<file path="src/rtl/ctrl_pkg.sv">
// Shared types for the control sequencer: opcode map, FSM states and the
// datapath control bundle.
package ctrl_pkg;

  localparam int unsigned OPCODE_W = 4;

  typedef enum logic [OPCODE_W-1:0] {
    OP_ALUI  = 4'b0000,
    OP_BEQ   = 4'b0001,
    OP_BNE   = 4'b0010,
    OP_BLT   = 4'b0011,
    OP_LOAD  = 4'b0100,
    OP_STORE = 4'b0101,
    OP_PUSH  = 4'b0110,
    OP_RTYPE = 4'b0111,
    OP_ALU8  = 4'b1000,
    OP_ALU9  = 4'b1001,
    OP_ALU10 = 4'b1010,
    OP_ALU11 = 4'b1011,
    OP_ALU12 = 4'b1100,
    OP_ALU13 = 4'b1101,
    OP_NOP   = 4'b1110,
    OP_HALT  = 4'b1111
  } opcode_e;

  typedef enum logic [1:0] {
    IDLE    = 2'd0,
    RUN     = 2'd1,
    MEMWAIT = 2'd2,
    HALT    = 2'd3
  } state_e;

  typedef struct packed {
    logic    regdst;
    logic    branch;
    logic    memtoreg;
    logic    memwrite;
    logic    alusrc;
    logic    regwrite;
    opcode_e aluop;
  } ctrl_t;

endpackage

</file>
<file path="src/rtl/control_decode.sv">
// Pure combinational opcode decode into the datapath control bundle.
module control_decode
  import ctrl_pkg::*;
(
  input  logic [OPCODE_W-1:0] opcode,
  output ctrl_t               ctrl
);

  always_comb begin
    ctrl          = '0;
    ctrl.regwrite = 1'b1;
    ctrl.aluop    = opcode_e'(opcode);
    case (opcode_e'(opcode))
      OP_ALUI: ctrl.alusrc = 1'b1;
      OP_BEQ, OP_BNE, OP_BLT: begin
        ctrl.branch   = 1'b1;
        ctrl.regwrite = 1'b0;
      end
      OP_LOAD: ctrl.memtoreg = 1'b1;
      OP_STORE: begin
        ctrl.memwrite = 1'b1;
        ctrl.regwrite = 1'b0;
      end
      OP_RTYPE: ctrl.regdst = 1'b1;
      OP_NOP, OP_HALT: ctrl.regwrite = 1'b0;
      default: ;
    endcase
  end

endmodule

</file>
<file path="src/rtl/control_sequencer.sv">
// Registered multi-cycle control sequencer: decodes opcodes into the control
// bundle one cycle later, stretches loads over the memory latency, halts and counts.
module control_sequencer
  import ctrl_pkg::*;
#(
  parameter int unsigned MCODEBITS = 4,
  parameter int unsigned OPWIDTH   = 4,
  parameter int unsigned MEM_LAT   = 2,
  parameter int unsigned CNTW      = 16
) (
  input  logic                 clk,
  input  logic                 reset,
  input  logic                 start,
  input  logic [MCODEBITS-1:0] instr,
  input  logic                 instr_valid,
  output logic                 RegDst,
  output logic                 Branch,
  output logic                 MemtoReg,
  output logic                 MemWrite,
  output logic                 ALUSrc,
  output logic                 RegWrite,
  output logic [OPWIDTH-1:0]   ALUOp,
  output logic                 pc_en,
  output logic                 stall,
  output logic                 done,
  output logic [CNTW-1:0]      cycle_cnt,
  output logic [CNTW-1:0]      instr_cnt
);

  localparam int unsigned WAITW = $clog2(MEM_LAT + 1);

  state_e              state_q, state_d;
  ctrl_t               ctrl_q, ctrl_d, dec_ctrl;
  logic                pc_en_q, pc_en_d;
  logic                stall_q, stall_d;
  logic                done_q, done_d;
  logic [WAITW-1:0]    wait_q, wait_d;
  logic [CNTW-1:0]     cycle_q, cycle_d;
  logic [CNTW-1:0]     icnt_q, icnt_d;
  logic [OPCODE_W-1:0] opcode;

  assign opcode = instr[MCODEBITS-1 -: OPCODE_W];

  control_decode u_decode (
    .opcode (opcode),
    .ctrl   (dec_ctrl)
  );

  function automatic logic [CNTW-1:0] sat_inc(input logic [CNTW-1:0] v);
    return (&v) ? v : v + CNTW'(1);
  endfunction

  // Next state, next registered outputs and counter updates
  always_comb begin
    state_d = state_q;
    ctrl_d  = '0;
    pc_en_d = 1'b0;
    stall_d = 1'b0;
    done_d  = done_q;
    wait_d  = wait_q;
    cycle_d = cycle_q;
    icnt_d  = icnt_q;

    if (state_q == RUN || state_q == MEMWAIT) cycle_d = sat_inc(cycle_q);

    case (state_q)
      IDLE, HALT: begin
        if (start) begin
          state_d = RUN;
          done_d  = 1'b0;
          cycle_d = '0;
          icnt_d  = '0;
        end
      end
      RUN: begin
        if (instr_valid) begin
          ctrl_d  = dec_ctrl;
          pc_en_d = 1'b1;
          case (opcode_e'(opcode))
            OP_LOAD: begin
              ctrl_d.regwrite = 1'b0;
              pc_en_d         = 1'b0;
              stall_d         = 1'b1;
              wait_d          = WAITW'(MEM_LAT);
              state_d         = MEMWAIT;
            end
            OP_HALT: begin
              pc_en_d = 1'b0;
              done_d  = 1'b1;
              state_d = HALT;
            end
            default: ;
          endcase
        end
      end
      MEMWAIT: begin
        // Hold the load bundle; write back and retire on the last wait cycle
        ctrl_d = ctrl_q;
        if (wait_q == WAITW'(1)) begin
          ctrl_d.regwrite = 1'b1;
          pc_en_d         = 1'b1;
          state_d         = RUN;
        end else begin
          stall_d = 1'b1;
          wait_d  = wait_q - WAITW'(1);
        end
      end
      default: state_d = IDLE;
    endcase

    if (pc_en_d) icnt_d = sat_inc(icnt_d);
  end

  always_ff @(posedge clk) begin
    if (reset) begin
      state_q <= IDLE;
      ctrl_q  <= '0;
      pc_en_q <= 1'b0;
      stall_q <= 1'b0;
      done_q  <= 1'b0;
      wait_q  <= '0;
      cycle_q <= '0;
      icnt_q  <= '0;
    end else begin
      state_q <= state_d;
      ctrl_q  <= ctrl_d;
      pc_en_q <= pc_en_d;
      stall_q <= stall_d;
      done_q  <= done_d;
      wait_q  <= wait_d;
      cycle_q <= cycle_d;
      icnt_q  <= icnt_d;
    end
  end

  assign RegDst    = ctrl_q.regdst;
  assign Branch    = ctrl_q.branch;
  assign MemtoReg  = ctrl_q.memtoreg;
  assign MemWrite  = ctrl_q.memwrite;
  assign ALUSrc    = ctrl_q.alusrc;
  assign RegWrite  = ctrl_q.regwrite;
  assign ALUOp     = OPWIDTH'(ctrl_q.aluop);
  assign pc_en     = pc_en_q;
  assign stall     = stall_q;
  assign done      = done_q;
  assign cycle_cnt = cycle_q;
  assign instr_cnt = icnt_q;

endmodule

</file>
<file path="config.mk">
export PLATFORM = sky130hd
export DESIGN_NAME = control_sequencer
export DESIGN_NICKNAME = d
export VERILOG_FILES = /design/src/rtl/ctrl_pkg.sv /design/src/rtl/control_decode.sv /design/src/rtl/control_sequencer.sv
export SDC_FILE = /design/constraint.sdc
export NUM_CORES = 1
export LEC_CHECK = 0
export ABC_AREA = 1
export CAP_MARGIN = 20
export CORE_AREA = 5 5 71 89
export CTS_BUF_LIST = sky130_fd_sc_hd__clkbuf_4 sky130_fd_sc_hd__clkbuf_8
export CTS_CLUSTER_SIZE = 28
export DETAILED_ROUTE_END_ITERATION = 10
export DIE_AREA = 0 0 76 94
export PLACE_DENSITY = 0.89
export SYNTH_ARGS = -nofsm -noshare
export SYNTH_HDL_FRONTEND = slang
export SYNTH_SLANG_ARGS = --single-unit
</file>
<file path="constraint.sdc">
create_clock -name clk -period 3.1 [get_ports clk]
set_input_delay 0.62 -clock clk [delete_from_list [all_inputs] [get_ports clk]]
set_output_delay 0.62 -clock clk [all_outputs]
set_load 0.02 [all_outputs]
</file>
Word level (Yosys, flattened, before mapping)
Cells that the tools add are included.
{"block": "word_totals", "out_inout_bits": 45, "ff_bits": 49}
{"block": "classes", "eq_ne": 19, "n_mux": 38, "n_reduce_logical": 14, "n_addsub": 3}
{"operator": "two-way mux 16 bit", "count": 8}
{"operator": "adder 16 x 1 -> 16 bit, second input constant", "count": 2}
{"operator": "AND reduction 16 bit", "count": 2}
{"operator": "one-hot mux 10 bit (2 select lines)", "count": 1}
{"operator": "two-way mux 1 bit", "count": 16}
{"operator": "== test 4 x 3 -> 1 bit, second input constant", "count": 3}
{"operator": "two-way mux 2 bit", "count": 6}
{"operator": "AND reduction 4 bit", "count": 3}
{"operator": "two-way mux 10 bit", "count": 1}
{"operator": "== test 4 x 2 -> 1 bit, second input constant", "count": 2}
{"operator": "== test 4 bit, second input constant", "count": 2}
{"operator": "one-hot mux 2 bit (2 select lines)", "count": 2}
{"operator": "inequality test 2 x 1 -> 1 bit, second input constant", "count": 3}
{"operator": "inequality test 2 bit, second input constant", "count": 3}
{"operator": "one-hot mux 1 bit (2 select lines)", "count": 3}
{"operator": "one-hot mux 2 bit (3 select lines)", "count": 1}
{"operator": "OR reduction 6 bit", "count": 1}
{"operator": "== test 2 x 1 -> 1 bit, second input constant", "count": 2}
{"operator": "== test 2 bit, second input constant", "count": 2}
{"operator": "== test 4 x 1 -> 1 bit, second input constant", "count": 1}
{"operator": "zero test 4 bit", "count": 1}
{"operator": "nonzero test 2 bit", "count": 2}
{"operator": "OR reduction 2 bit", "count": 2}
{"operator": "inequality test 3 x 1 -> 1 bit, second input constant", "count": 1}
{"operator": "4 further kinds", "count": 4}

Logic depth before layout (Yosys ltp)
{"block": "depth", "ltp_word": 6, "mapped_depth": 19, "ltp_nobuf": 17}

Cells and area by module
Synthesis repeated with hierarchy kept, for this count alone.
{"block": "hier_totals", "cells_unflattened": 440, "area_unflattened_um2": 2959.1}
{"mod": "control_sequencer", "area_each_um2": 2861.5, "n_inst": 1, "cells_each": 421}
{"mod": "control_decode", "area_each_um2": 97.6, "n_inst": 1, "cells_each": 19}

Least setup slack after synthesis
No wires, ideal clock.
{"block": "synth_timing", "kind": "reg2reg", "startpoint": "register state_q[0]", "endpoint": "register icnt_q[15] (netlist: instr_cnt[15])", "setup_slack_ps": 668, "synth_period_minus_slack_ps": 2432, "path_stages_with_launch": 19, "n_path_buf": 3, "t_arrival_ps": 2317, "path_cell_list": "dfxtp_1 inv_1 ha_1 nand2_2 buf_6 buf_6 nand2_1 inv_1 ha_1 nand2_1 inv_1 nand3_1 nor2_2 nand2_2 nor2_4 nor2_8 buf_6 a21oi_1 nor2_1"}
{"block": "synth_between", "elab_chain_cells": 6, "elab_cells_between_ends": 11, "cone_classes": "add/sub: 1; eq/ne: 3; mux: 4; reduce/logical: 3"}
{"item": "from (decl)", "line_no": "control_sequencer.sv:32", "rtl": "state_e state_q, state_d;"}
{"item": "from (signal assigned)", "line_no": "control_sequencer.sv:125", "rtl": "state_q <= state_d;"}
{"item": "== test 2 bit / zero test 2 bit (equally long branches)", "line_no": "control_sequencer.sv:66", "rtl": "case (state_q)"}
{"item": "OR reduction 2 bit", "line_no": "control_sequencer.sv:66"}
{"item": "two-way mux 16 bit", "line_no": "control_sequencer.sv:66"}
{"item": "adder 16 x 1 -> 16 bit / AND reduction 16 bit (equally long branches)", "line_no": "control_sequencer.sv:50", "rtl": "return (&v) ? v : v + CNTW'(1);"}
{"item": "two-way mux 16 bit", "line_no": "control_sequencer.sv:50"}
{"item": "two-way mux 16 bit *", "line_no": "control_sequencer.sv:111", "rtl": "if (pc_en_d) icnt_d = sat_inc(icnt_d);"}
{"item": "to (signal assigned)", "line_no": "control_sequencer.sv:132", "rtl": "icnt_q <= icnt_d;"}
{"item": "to (decl)", "line_no": "control_sequencer.sv:39", "rtl": "logic [CNTW-1:0] icnt_q, icnt_d;"}
Mark *: on every way between the ends. The rest lies on a longest branch, timed or not.
A chain may end at the register's enable or synchronous reset.

Final worst setup path
{"block": "layout_timing", "startpoint": "register state_q[0]", "endpoint": "register icnt_q[8] (netlist: instr_cnt[8])"}
The elaborated chain is that of the path after synthesis.

==> run summary <==
post-synthesis adder-cell area fraction - 2.243%
sequential fraction of design power - 41.9%
data required time at the worst endpoint - 3.33 ns
worst setup path start - state_q[0]
highest fanout seen on the critical path - 18
post-synthesis mux area share - 0%
worst ir drop on vdd - 296.7 uV
CTS tree - done
unrepaired setup endpoints after global routing - no
xor and xnor fraction of the mapped netlist area - 1.570%
number of slew-limit violations in the final report - 0
Most used DFF post-synth - dfxtp_1
met3 routing resource usage after global routing - 3.263%
Ys Warns - 0
met2 Track Usage GR - 36.07%
row cnt - 30
Synth async-reset ratio - 0%
effective utilization at floorplan - 51.96%
total via count in the routed design - 2,938
CTS HTree Levels - 2
Die Width - 76 um
clock skew - 0.01217 ns
post-CTS resize count - 0
CP Capture Type - register
Unique masters post-synth - 32
number of I/O port buffers - 52
detailed-route DRC error count - 0
Worst Min Path Start - MemtoReg
wire length of the first global-routing pass - 11.84 mm
Detailed Routing Iterations Pass 1 - 5
type of the worst min-delay path - register to register
total design power - 1.723 mW
clock latency at the later pin of the worst-skew pair - 0.30 ns
Filler cells - 481
count of final hold-check violations - 0
area added between synthesis and finish - 23.96%
Synthesized Nets - 448
last weighted congestion value of the routability-driven placer - 0.9389
min cycle time layout - 2.436 ns
outcome - finished clean
worst-case hold slack - 0.4692 ns
FF+latch count, synth - 49
sinks on the clock net - 49
total standard cell area after synthesis - 2789 um2
Chip Height - 94 um
start-to-end type of the worst setup path - register to register
setup bufs post-CTS - 0
number of antenna violations at the first check in global routing - 0
clock group share of total power - 23.9%
FF/Latch Area - 980.9 um2
die outline area - 7144 um2
area leader, netlist - dfxtp_1
headroom to the max-slew limit - 44.88%
number of enable flip-flop cells after synthesis - 0
ranking of synthesized cells by area - dfxtp_1, nand2_1, nor2_1
total global routing overflow - 0
complex-gate fraction of the synthesized area - 10.99%
reg-to-reg critical path startpoint - state_q[0]
Data arrival, critical path - 2.67 ns
mean instance size in the synthesized netlist - 6.411 um2
PwrDens - 498.5 nW/um2
highest attainable clock frequency - 0.4106 GHz
switching part of the total power - 37.49%
Int Pwr - 1.077 mW
core outline area - 5368 um2
total I/O pin count - 53
total detailed-routing wirelength - 6.908 mm
Worst Max-Slew Pin Slew - 0.8205 ns
startpoint types - register
Max Root-Sink Buffers - 2
vias in the first global route - 2,866
final-stage net count - 501
average wire per standard cell - 12.49 um
reported leakage power - 1.415 nW
master cell of the clock root buffer - clkbuf_8
layer with the highest usage after global routing - met2
Final TNS setup - 0 ns
share of synthesized cell area in and, or, nand and nor gates - 39.39%
register clock-pin slew on the reported worst setup and hold paths - 0.09 ns
sequential fraction of the synthesis area - 35.17%
number of antenna cells inserted - 0
antenna-violating nets left - 0
half-perimeter wire length after detailed placement - 5.272 mm
global-route usage over all layers - 19.27%
power spent charging and discharging nets - 646.1 uW
DRC marker count from the first detailed-route iteration - 116
setup violation total in the final timing report - 0
Comb power frac - 34.2%
layout cell share with drive strength beyond 1 - 6.544%
cells after synthesis - 435
footprint of the multi-input gates - 1511 um2
Post-CTS Hold Buffers - 0
total clock buffers created by CTS - 5
maximum number of pins on one net before global-route repair - 21
count leader, synth - nand2_1
top cells by instance count after synthesis - nand2_1, nor2_1, inv_1, dfxtp_1, nand3_1
post-route clock period utilization - 78.57%
largest family of logic cells by synthesized area - simple AND/OR/NAND/NOR gates
global-route track usage on met1 - 21.07%
drt via density - 5.313
max-cap viol count - 0
proportion of netlist area held by the largest area contributor - 35.17%
==> flip-flops by register name (all words and copies together) (netlist names) <==
signal / cells
cycle_cnt: 16
instr_cnt: 16
ALUOp: 4
state_q: 2
wait_q: 2
ALUSrc: 1
Branch: 1
MemWrite: 1
MemtoReg: 1
RegDst: 1
RegWrite: 1
done: 1
pc_en: 1
stall: 1
==> worst max-delay path, cell delays in order, from the launching register on <==
cell	delay, ns
dfxtp_1	0.36
inv_1	0.05
ha_1	0.40
nand2_2	0.12
inv_2	0.15
nor2_1	0.08
ha_1	0.22
nand2_1	0.09
inv_1	0.04
nand3_1	0.09
nor2_2	0.05
nand2_2	0.10
nor2_4	0.06
nor2_8	0.24
nand2_1	0.09
nand2_1	0.07
inv_1	0.04
nor2_1	0.10
==> cell type report <==
type | instances | area share [%]
inverter | 64 | 6.949
tap | 64 | 2.316
clock buffer | 7 | 2.787
clock inverter | 1 | 0.1448
multi-input combinational | 313 | 43.72
sequential | 49 | 28.37
timing repair buffer | 55 | 15.71
==> cells in the final DEF, fill, tap and decap left out, types with 2 or more instances in the layout <==
| cell | Yosys | layout |
|---|---|---|
| nand2_1 | 109 | 109 |
| nor2_1 | 61 | 61 |
| inv_1 | 60 | 60 |
| clkdlybuf4s50_1 | 0 | 52 |
| dfxtp_1 | 49 | 49 |
| nand3_1 | 41 | 41 |
| a21oi_1 | 28 | 28 |
| o21ai_0 | 17 | 17 |
| nor3_1 | 10 | 10 |
| clkbuf_8 | 0 | 7 |
| nand4_1 | 6 | 6 |
| nor2_2 | 5 | 5 |
| ha_1 | 5 | 5 |
| nand3_2 | 4 | 4 |
| xor2_1 | 4 | 4 |
| nand2_2 | 3 | 3 |
| inv_2 | 3 | 3 |
| a211oi_1 | 3 | 3 |
| buf_4 | 0 | 3 |
| nor2_4 | 2 | 2 |
| o21ai_1 | 2 | 2 |
| or2_2 | 2 | 2 |
| a32oi_1 | 2 | 2 |
==> logic make-up (layout without fill, tap and decap cells) <==
kind of cell | count (synthesis) | after routing
AO/OA/AOI/OAI | 56 | 56
XOR/XNOR | 5 | 5
adder cells (fa/ha/maj) | 5 | 5
buffers and inverters | 73 | 127
flip-flops | 49 | 49
AND/OR/NAND/NOR | 247 | 247
==> final timing paths <==
kind | end | slack, ns | depth (start not counted)
worst max-delay path | instr_cnt[8] | 0.66 | 17
worst min-delay path | MemtoReg | 0.47 | 2
worst max register to register | instr_cnt[8] | 0.66 | 17
worst min register to register | MemtoReg | 0.47 | 2
==> power by group through the flow <==
stage                     registers (mW)  logic, mW  clock network (mW)
final                              0.722      0.590               0.411
after global routing               0.728      0.656               0.442
after CTS                          0.722      0.588               0.418
after detailed placement           0.736      0.584                   0
after global placement             0.733      0.566                   0
after floorplan                    0.765      0.386                   0
==> through the flow <==
stage	cells	util [%]	setup slack, ns	cell area, um2
after global routing	553	64.41	0.4190	3457
after CTS	553	64.41	0.6641	3457
after floorplan	435	-	0.6679	2789
final	553	64.41	0.6644	3457
after detailed placement	545	62.52	0.3927	3356
after global placement	545	62.52	0.4776	3356
==> per-layer routing <==
| metal | vias to the layer above | part of all wire [%] |
|---|---|---|
| met4 | 0 | 2.0 |
| li1 | 1482 | - |
| met2 | 83 | 52 |
| met3 | 15 | 5.0 |
| met1 | 1358 | 41 |
| met5 | - | 0 |
Power figures use the tool's default switching activity.
